### src/rtl/host_mem_axi_master.sv
// Single-outstanding AXI4 initiator: turns a command + write/read stream into one
// INCR burst on the hostMem port and reports the worst response on a done channel.
module host_mem_axi_master #(
    parameter int HOSTMEM_DATA_WIDTH = 32,
    parameter int HOSTMEM_ADDR_WIDTH = 16,
    parameter int HOSTMEM_STRB_WIDTH = HOSTMEM_DATA_WIDTH/8,
    parameter int HOSTMEM_ID_WIDTH   = 8,
    parameter int TXN_ID             = 0
) (
    input  logic                          clk,
    input  logic                          rst,
    input  logic                          i_cmd_valid,
    output logic                          o_cmd_ready,
    input  logic                          i_cmd_write,
    input  logic [HOSTMEM_ADDR_WIDTH-1:0] i_cmd_addr,
    input  logic [7:0]                    i_cmd_len,
    input  logic                          i_wr_valid,
    output logic                          o_wr_ready,
    input  logic [HOSTMEM_DATA_WIDTH-1:0] i_wr_data,
    input  logic [HOSTMEM_STRB_WIDTH-1:0] i_wr_strb,
    output logic                          o_rd_valid,
    input  logic                          i_rd_ready,
    output logic [HOSTMEM_DATA_WIDTH-1:0] o_rd_data,
    output logic                          o_rd_last,
    output logic                          o_done_valid,
    input  logic                          i_done_ready,
    output logic [1:0]                    o_done_resp,
    output logic                          o_done_mismatch,
    output logic                          o_hostMem_awvalid,
    input  logic                          i_hostMem_awready,
    output logic [HOSTMEM_ID_WIDTH-1:0]   o_hostMem_awid,
    output logic [HOSTMEM_ADDR_WIDTH-1:0] o_hostMem_awaddr,
    output logic [7:0]                    o_hostMem_awlen,
    output logic [2:0]                    o_hostMem_awsize,
    output logic [1:0]                    o_hostMem_awburst,
    output logic                          o_hostMem_awlock,
    output logic [3:0]                    o_hostMem_awcache,
    output logic [2:0]                    o_hostMem_awprot,
    output logic                          o_hostMem_wvalid,
    input  logic                          i_hostMem_wready,
    output logic [HOSTMEM_DATA_WIDTH-1:0] o_hostMem_wdata,
    output logic [HOSTMEM_STRB_WIDTH-1:0] o_hostMem_wstrb,
    output logic                          o_hostMem_wlast,
    input  logic                          i_hostMem_bvalid,
    output logic                          o_hostMem_bready,
    input  logic [HOSTMEM_ID_WIDTH-1:0]   i_hostMem_bid,
    input  logic [1:0]                    i_hostMem_bresp,
    output logic                          o_hostMem_arvalid,
    input  logic                          i_hostMem_arready,
    output logic [HOSTMEM_ID_WIDTH-1:0]   o_hostMem_arid,
    output logic [HOSTMEM_ADDR_WIDTH-1:0] o_hostMem_araddr,
    output logic [7:0]                    o_hostMem_arlen,
    output logic [2:0]                    o_hostMem_arsize,
    output logic [1:0]                    o_hostMem_arburst,
    output logic                          o_hostMem_arlock,
    output logic [3:0]                    o_hostMem_arcache,
    output logic [2:0]                    o_hostMem_arprot,
    input  logic                          i_hostMem_rvalid,
    output logic                          o_hostMem_rready,
    input  logic [HOSTMEM_ID_WIDTH-1:0]   i_hostMem_rid,
    input  logic [HOSTMEM_DATA_WIDTH-1:0] i_hostMem_rdata,
    input  logic [1:0]                    i_hostMem_rresp,
    input  logic                          i_hostMem_rlast
);
    localparam logic [2:0]                  LP_SIZE = 3'($clog2(HOSTMEM_STRB_WIDTH));
    localparam logic [HOSTMEM_ID_WIDTH-1:0] LP_ID   = HOSTMEM_ID_WIDTH'(TXN_ID);

    typedef enum logic [2:0] {S_IDLE, S_AW, S_W, S_B, S_AR, S_R, S_DONE} state_t;

    state_t                  r_state, w_next;
    logic                    r_active;
    logic [HOSTMEM_ADDR_WIDTH-1:0] r_addr;
    logic [7:0]              r_len, r_cnt;
    logic [1:0]              r_resp;
    logic                    r_mismatch;
    logic                    w_wbeat, w_rbeat;
    logic                    w_unused_ids;

    // Response IDs are not checked: only one transaction is ever in flight.
    assign w_unused_ids = ^{i_hostMem_bid, i_hostMem_rid};
    assign w_wbeat      = (r_state == S_W) && i_wr_valid && i_hostMem_wready;
    assign w_rbeat      = (r_state == S_R) && i_hostMem_rvalid && i_rd_ready;

    // r_active keeps cmd_ready low until the first clock after reset release.
    always_ff @(posedge clk or posedge rst) begin
        if (rst) begin
            r_state    <= S_IDLE;
            r_active   <= 1'b0;
            r_addr     <= '0;
            r_len      <= '0;
            r_cnt      <= '0;
            r_resp     <= '0;
            r_mismatch <= 1'b0;
        end else begin
            r_state  <= w_next;
            r_active <= 1'b1;
            case (r_state)
                S_IDLE: if (i_cmd_valid && r_active) begin
                    r_addr <= i_cmd_addr;
                    r_len  <= i_cmd_len;
                end
                S_W: if (w_wbeat) r_cnt <= r_cnt + 8'd1;
                S_B: if (i_hostMem_bvalid) r_resp <= i_hostMem_bresp;
                S_R: if (w_rbeat) begin
                    r_cnt <= r_cnt + 8'd1;
                    if (i_hostMem_rresp > r_resp) r_resp <= i_hostMem_rresp;
                    if (i_hostMem_rlast) r_mismatch <= (r_cnt != r_len);
                end
                S_DONE: if (i_done_ready) begin
                    r_resp     <= '0;
                    r_mismatch <= 1'b0;
                    r_cnt      <= '0;
                end
                default: ;
            endcase
        end
    end

    always_comb begin
        w_next = r_state;
        case (r_state)
            S_IDLE: if (i_cmd_valid && r_active) w_next = i_cmd_write ? S_AW : S_AR;
            S_AW:   if (i_hostMem_awready) w_next = S_W;
            S_W:    if (w_wbeat && (r_cnt == r_len)) w_next = S_B;
            S_B:    if (i_hostMem_bvalid) w_next = S_DONE;
            S_AR:   if (i_hostMem_arready) w_next = S_R;
            S_R:    if (w_rbeat && i_hostMem_rlast) w_next = S_DONE;
            S_DONE: if (i_done_ready) w_next = S_IDLE;
            default: w_next = S_IDLE;
        endcase
    end

    // Address-channel fields are only driven while the matching valid is high.
    always_comb begin
        o_cmd_ready       = (r_state == S_IDLE) && r_active;
        o_done_valid      = (r_state == S_DONE);
        o_done_resp       = r_resp;
        o_done_mismatch   = r_mismatch;
        o_hostMem_awvalid = 1'b0;
        o_hostMem_awid    = '0;
        o_hostMem_awaddr  = '0;
        o_hostMem_awlen   = '0;
        o_hostMem_awsize  = '0;
        o_hostMem_awburst = '0;
        o_hostMem_awlock  = 1'b0;
        o_hostMem_awcache = '0;
        o_hostMem_awprot  = '0;
        o_hostMem_arvalid = 1'b0;
        o_hostMem_arid    = '0;
        o_hostMem_araddr  = '0;
        o_hostMem_arlen   = '0;
        o_hostMem_arsize  = '0;
        o_hostMem_arburst = '0;
        o_hostMem_arlock  = 1'b0;
        o_hostMem_arcache = '0;
        o_hostMem_arprot  = '0;
        o_hostMem_wvalid  = 1'b0;
        o_hostMem_wdata   = '0;
        o_hostMem_wstrb   = '0;
        o_hostMem_wlast   = 1'b0;
        o_wr_ready        = 1'b0;
        o_hostMem_bready  = (r_state == S_B);
        o_hostMem_rready  = 1'b0;
        o_rd_valid        = 1'b0;
        o_rd_data         = '0;
        o_rd_last         = 1'b0;
        case (r_state)
            S_AW: begin
                o_hostMem_awvalid = 1'b1;
                o_hostMem_awid    = LP_ID;
                o_hostMem_awaddr  = r_addr;
                o_hostMem_awlen   = r_len;
                o_hostMem_awsize  = LP_SIZE;
                o_hostMem_awburst = 2'b01;
                o_hostMem_awcache = 4'b0011;
            end
            S_AR: begin
                o_hostMem_arvalid = 1'b1;
                o_hostMem_arid    = LP_ID;
                o_hostMem_araddr  = r_addr;
                o_hostMem_arlen   = r_len;
                o_hostMem_arsize  = LP_SIZE;
                o_hostMem_arburst = 2'b01;
                o_hostMem_arcache = 4'b0011;
            end
            S_W: begin
                o_hostMem_wvalid = i_wr_valid;
                o_hostMem_wdata  = i_wr_data;
                o_hostMem_wstrb  = i_wr_strb;
                o_hostMem_wlast  = (r_cnt == r_len);
                o_wr_ready       = i_hostMem_wready;
            end
            S_R: begin
                o_rd_valid       = i_hostMem_rvalid;
                o_rd_data        = i_hostMem_rdata;
                o_rd_last        = i_hostMem_rlast;
                o_hostMem_rready = i_rd_ready;
            end
            default: ;
        endcase
    end
endmodule

### config.mk
export PLATFORM = sky130hd
export DESIGN_NAME = host_mem_axi_master
export DESIGN_NICKNAME = d
export VERILOG_FILES = /design/src/rtl/host_mem_axi_master.sv
export SDC_FILE = /design/constraint.sdc
export NUM_CORES = 1
export LEC_CHECK = 0
export ABC_AREA = 1
export ABC_CLOCK_PERIOD_IN_PS = 1850
export CORE_AREA = 2 2 115 117
export CTS_CLUSTER_DIAMETER = 150
export DETAILED_ROUTE_END_ITERATION = 6
export DIE_AREA = 0 0 117 119
export PLACE_DENSITY = 0.7
export SLEW_MARGIN = 20
export SYNTH_ARGS = -nofsm -noshare
export SYNTH_HDL_FRONTEND = slang
export SYNTH_SLANG_ARGS = --single-unit
### constraint.sdc
create_clock -name clk -period 1.85 [get_ports clk]
set_input_delay 0.37 -clock clk [delete_from_list [all_inputs] [get_ports clk]]
set_output_delay 0.37 -clock clk [all_outputs]
set_load 0.005 [all_outputs]
Word level (Yosys, flattened, before mapping)
Cells that the tools add are included.
{"block": "totals", "input_bits": 125, "out_inout_bits": 172, "wordCells": 88, "regBits": 39}
{"block": "classes", "n_eq_ne": 19, "n_reduce_logical": 17, "n_lt_le_gt_ge": 1, "muxes": 43, "add_sub_neg": 1}
{"cell": "32-bit two-way mux", "count": 2}
{"cell": "8-bit two-way mux", "count": 5}
{"cell": "16-bit two-way mux", "count": 2}
{"cell": "3-bit two-way mux", "count": 8}
{"cell": "8-bit case mux with 3 select lines", "count": 1}
{"cell": "3-bit case mux with 7 select lines", "count": 1}
{"cell": "2-bit two-way mux", "count": 8}
{"cell": "2-bit inequality test, second input constant", "count": 7}
{"cell": "1-bit two-way mux", "count": 13}
{"cell": "3-bit == test, second input constant", "count": 3}
{"cell": "8-bit by 1-bit adder with 8-bit output, second input constant", "count": 1}
{"cell": "8-bit == test", "count": 1}
{"cell": "1-bit logical AND", "count": 8}
{"cell": "2-bit by 1-bit inequality test with 1-bit output, second input constant", "count": 4}
{"cell": "8-bit inequality test", "count": 1}
{"cell": "4-bit AND reduction", "count": 2}
{"cell": "7-bit AND reduction", "count": 1}
{"cell": "3-bit by 2-bit == test with 1-bit output, second input constant", "count": 2}
{"cell": "2-bit case mux with 3 select lines", "count": 1}
{"cell": "3-bit nonzero test", "count": 2}
{"cell": "5-bit AND reduction", "count": 1}
{"cell": "4-bit two-way mux", "count": 1}
{"cell": "3-bit by 1-bit == test with 1-bit output, second input constant", "count": 1}
{"cell": "3-bit zero test", "count": 1}
{"cell": "4 further kinds", "count": 4}

Depth between registers and ports, before layout
{"block": "logic_depth", "depth_word": 6, "depth_mapped": 11, "ltp_nobuf": 11}

Least setup slack after synthesis
No wires, ideal clock.
{"block": "synth_timing", "path_type": "flip-flop to output port", "from": "register r_state[1]", "to": "output o_hostMem_awaddr[0]", "required_ns": 1.480, "path_slack_ns": 0.214, "stages_incl_launch_ff": 7, "n_path_buf": 1, "arrival_ns": 1.266, "cell_sequence": "dfrtp_1 > inv_1 > nand2_1 > nor2_1 > inv_1 > buf_2 > nor2_1"}
{"block": "synth_via", "elab_chain_cells": 2}
{"item": "start: declaration", "line": "70", "rtl": "state_t r_state, w_next;"}
{"item": "start signal: assignment", "line": "95", "rtl": "r_state <= w_next;"}
{"item": "3-bit by 1-bit == test with 1-bit output", "line": "167", "rtl": "case (r_state)"}
{"item": "16-bit two-way mux", "line": "167"}
{"item": "end: declaration", "line": "32", "rtl": "output logic [HOSTMEM_ADDR_WIDTH-1:0] o_hostMem_awaddr,"}
No other way between the ends.

Worst setup path in the final report
{"block": "layout_timing", "from": "register r_state[0]", "to": "output o_hostMem_arburst[0]"}
{"block": "layout_via", "elab_chain_cells": 2}
{"item": "3-bit == test", "line": "167"}
{"item": "1-bit two-way mux", "line": "167"}
{"item": "end: declaration", "line": "54", "rtl": "output logic [1:0] o_hostMem_arburst,"}
No other way between the ends.

==> results.md <==
- The flow ran to the end, but the final reports show violations.
- The checks that failed: negative setup slack.
- With fillers left out, the area of the finished cells amounts to 0.00694 sq mm.
- After detailed placement, the total cell area comes to 0.00604 sq mm.
- The number of slew-limit violations in the final report came to 0.
- The biggest fanout along the worst timing path is 4.
- The predominant post-synthesis flop cell is sky130_fd_sc_hd__dfrtp_1.
- The maximum number of pins on one net before global-route repair is 40.
- The largest vdd supply drop is 0.961 mV.
- The number of buffer and inverter instances along the worst setup path is 7.
- The share of synthesized flip-flops with an asynchronous set or reset is 100%.
- The most common library cell in the layout ignoring fill and taps is sky130_fd_sc_hd__inv_1.
- The power after layout is 8.65 mW.
- The register clock-pin slew on the reported worst setup and hold paths is 0.06 ns.
- Setup repair after global routing could not meet its margin everywhere.
- The worst setup path is launched from a flip-flop.
- The number of different library cells used by synthesis comes to 25.
- Counting tap cells, the placed design contains a total of 970 instances.
- The number of hold-slack violations in the final timing report is 0.
- The total track usage is 17.2%.
- The critical path goes through buf_6, buf_6, nor2_4, nand2_4, buf_12, clkinv_8, buf_6, buf_6, buf_6.
- The total iterations of the first detailed-routing run is 4.
- The first-pass GRT wire length is 18.9 mm.
- The library cells used most frequently in the layout, excluding fill and tap cells, are sky130_fd_sc_hd__inv_1, sky130_fd_sc_hd__clkdlybuf4s50_1, sky130_fd_sc_hd__buf_2.
- The horizontal die dimension is 117 um.
- The highest cell delay on the worst timing path is 0.43 ns.
- For this run, the number of Yosys warnings is 0.
- The via count of the first global-routing pass is 3750.
- The post-synthesis instance area is 0.00323 sq mm.
- The setup check on the worst reg-to-reg path leaves a slack of -0.08 ns.
- The final setup skew is 0.0103 ns.
- TritonCTS built the clock tree.
- The post-placement setup slack is -0.175 ns.
- Counting every sink on the clock net gives 39.
- The endpoint identified for the worst register-to-register timing path is r_addr[12].
- The post-synthesis area per instance is 6.10 sq um.
- The area inside the core boundary is 0.0129 sq mm.
- The first-iteration detailed-routing DRC count is 150.
- The final critical-path setup slack is -0.191 ns.
- The DRC violation count after routing is 0.
- The total setup violations reported at the end of the flow is 126.
- The time the worst path needs with I/O delays and setup is 2.04 ns.
- The count of nets left with antenna violations after detail routing is 0.
- The class of the worst hold path is in2async.
- The filler cells instantiated in the layout total 1231.
- The count of standard-cell rows is 42.
- The mean number of vias per cell is 4.18.
- The floorplan step set the die height to 119 um.
- Input and output buffers added on the ports amount to 246.
- In the synthesized netlist, the number of instances is 530.
- Ranked by total cell area, the synthesized netlist is headed by sky130_fd_sc_hd__dfrtp_1, sky130_fd_sc_hd__nor2_1, sky130_fd_sc_hd__inv_1, sky130_fd_sc_hd__buf_4, sky130_fd_sc_hd__nand2_1.
- The longest clock path from root to sink contains 2 buffers.
- Detailed placement finished with a half-perimeter wire length of 9.39 mm.
- At the worst endpoint, the required time is 1.48 ns.
- Global routing finished with a remaining overflow of 0.
- Clock tree synthesis inserted a total of 5 buffers.
- For the worst setup path, the data arrival time is 1.67 ns.
- STA classifies the critical path endpoint as a primary output.
- The number of max-capacitance violations reported is 0.
- The later pin in the worst-skew pair is clocked with a latency of 0.29 ns.
- The cell type of the slowest stage on the worst timing path is sky130_fd_sc_hd__dfrtp_1.
- Sequential cells were found to cover 30.2% of the synthesized design area.
- After detailed routing, the total wire length is 14.6 mm.
- The post-route netlist has 45.2% of its cells at a drive strength greater than 1.
- On the critical path the largest part of the delay comes from buffers and inverters.
- In the global route stage, met1 resource usage came out at 22.0%.
- The global routing stage identified its most utilized layer as met2.
- The die covers 0.0139 sq mm.
- The number of enable-type register cells in the synthesized netlist is 0.
- Global routing used 4.33% of the available met3 tracks.
- The analysis attributes to cell leakage a power of 3.82 nW.
- Counting stages on the worst path, the most repeated cell is sky130_fd_sc_hd__buf_6.
- The net count reported at finish is 978.
- The count of state elements after synthesis is 39.
- The startpoint-to-endpoint class of the critical path is reg2out.
- sky130_fd_sc_hd__dfrtp_1 takes more of the synthesized area than any other cell.
- In this run the power density over the cells is 1250 mW/mm^2.
- The layout overhead on the synthesized area is 115%.
- The number of cells on the worst reg-to-reg path is 12.
- The quantity of hold-fixing buffers added after cts is 0.
- In the final routed layout, each cell accounts on average for 14.2 um.
- The count of cells in the finished layout, fillers not included, comes to 1027.
- The deepest level of the CTS H-tree is 2.
- Derived from the worst setup path, the maximum achievable clock frequency is 0.490 GHz.
- The count of boundary I/O pins is 297.
- Summed over its instances, the top area cell type makes up 30.2% of the synthesized netlist area.
- In this run the critical register-to-register path is launched from r_state[0].
- The initial antenna violation count is 0.
- The initial standard-cell utilization of the core is 25.1%.
- For met2 alone, demand over resource in global routing was 29.3%.
- The clock root buffer master is sky130_fd_sc_hd__clkbuf_16.
- The global placer's final weighted congestion is 0.807.
- The part of the cycle the worst path needs is 110%.
- The repair_antennas step left the layout with diodes totalling 0.
- For this block, the via count after detailed routing is 4288.
## worst min-delay path, cell delays in order
cell	delay [ns]
sky130_fd_sc_hd__clkdlybuf4s50_1	0.40
sky130_fd_sc_hd__clkinv_1	0.07
sky130_fd_sc_hd__buf_12	0.22
## synth_stat cells, types with 5 or more instances
| cell | number |
|---|---|
| sky130_fd_sc_hd__o21ai_0 | 7 |
| sky130_fd_sc_hd__buf_2 | 10 |
| sky130_fd_sc_hd__inv_1 | 123 |
| sky130_fd_sc_hd__clkbuf_1 | 6 |
| sky130_fd_sc_hd__nor2_1 | 157 |
| sky130_fd_sc_hd__nand2_1 | 57 |
| sky130_fd_sc_hd__xnor2_1 | 5 |
| sky130_fd_sc_hd__nand3_1 | 20 |
| sky130_fd_sc_hd__nand2_2 | 5 |
| sky130_fd_sc_hd__a21oi_1 | 25 |
| sky130_fd_sc_hd__nand4_1 | 6 |
| sky130_fd_sc_hd__dfrtp_1 | 39 |
| sky130_fd_sc_hd__buf_4 | 42 |
## report_power, final
group          switching [mW]  internal, mW  total, mW
combinational            3.11          3.15       6.26
clock                   0.372         0.539      0.911
sequential              0.246          1.23       1.48
total                    3.73          4.92       8.65
## routing by layer
| layer | vias to the layer above | routed length [um] |
|---|---|---|
| li1 | 2103 | - |
| met1 | 1988 | 5970 |
| met2 | 186 | 7360 |
| met3 | 11 | 1060 |
| met4 | 0 | 172 |
| met5 | - | 0 |
## through the flow
stage	setup TNS (ns)	util, %	hold slack (ns)
4_1_cts	-14.45	49.3	0.422
5_1_grt	-15.32	53.9	0.428
2_1_floorplan	0	-	0.485
6_report	-8.81	53.9	0.410
3_3_place_gp	-8.92	46.9	0.497
3_5_place_dp	-10.98	46.9	0.497
## cells by family (layout without fill, tap and decap cells)
group	Yosys count	count (layout)	share of synthesized area [%]
xor gates and xnor gates	8	8	2.17
adders and majority gates	3	3	1.16
buffers and inverters	186	472	27.8
DFF	39	39	30.2
other	2	35	0.232
AOI/OAI and AO/OA	40	40	6.58
and+or+nand+nor	252	254	31.8
## flip-flops by register name, indices dropped and copies added, names as in the netlist
register         flops
o_done_mismatch      1
o_done_resp          2
r_active             1
r_addr              16
r_cnt                8
r_len                8
r_state              3
## cell type report
type                       count  area (sq um)  area share [%]
timing repair buffer         341          2980            42.9
clock inverter                 2          13.8           0.198
tap                          176           220            3.17
clock buffer                   6           139            2.00
inverter                     123           484            6.98
sequential                    39           978            14.1
multi-input combinational    340          2130            30.7
## how the worst max path moves through the flow
| stage | end | from | cells after the start | slack, ns |
|---|---|---|---|---|
| global route | o_hostMem_arburst[0] | r_state[0] | 9 | -0.23 |
| global placement | o_hostMem_awlen[7] | r_state[1] | 7 | -0.14 |
| finish | o_hostMem_arburst[0] | r_state[0] | 9 | -0.19 |
| detailed placement | o_hostMem_wdata[12] | r_state[0] | 7 | -0.17 |
| floorplan | o_hostMem_awaddr[0] | r_state[1] | 6 | 0.21 |
| CTS | o_rd_data[8] | r_state[0] | 7 | -0.20 |
## repair_timing
action                     4_1_cts  5_1_grt
setup buffers                   23       15
gates cloned                     4       14
pin swaps                        4       14
hold endpoints to repair         0        0
setup endpoints to repair      135      161
resized for setup              445      318
Power figures use the tool's default switching activity.
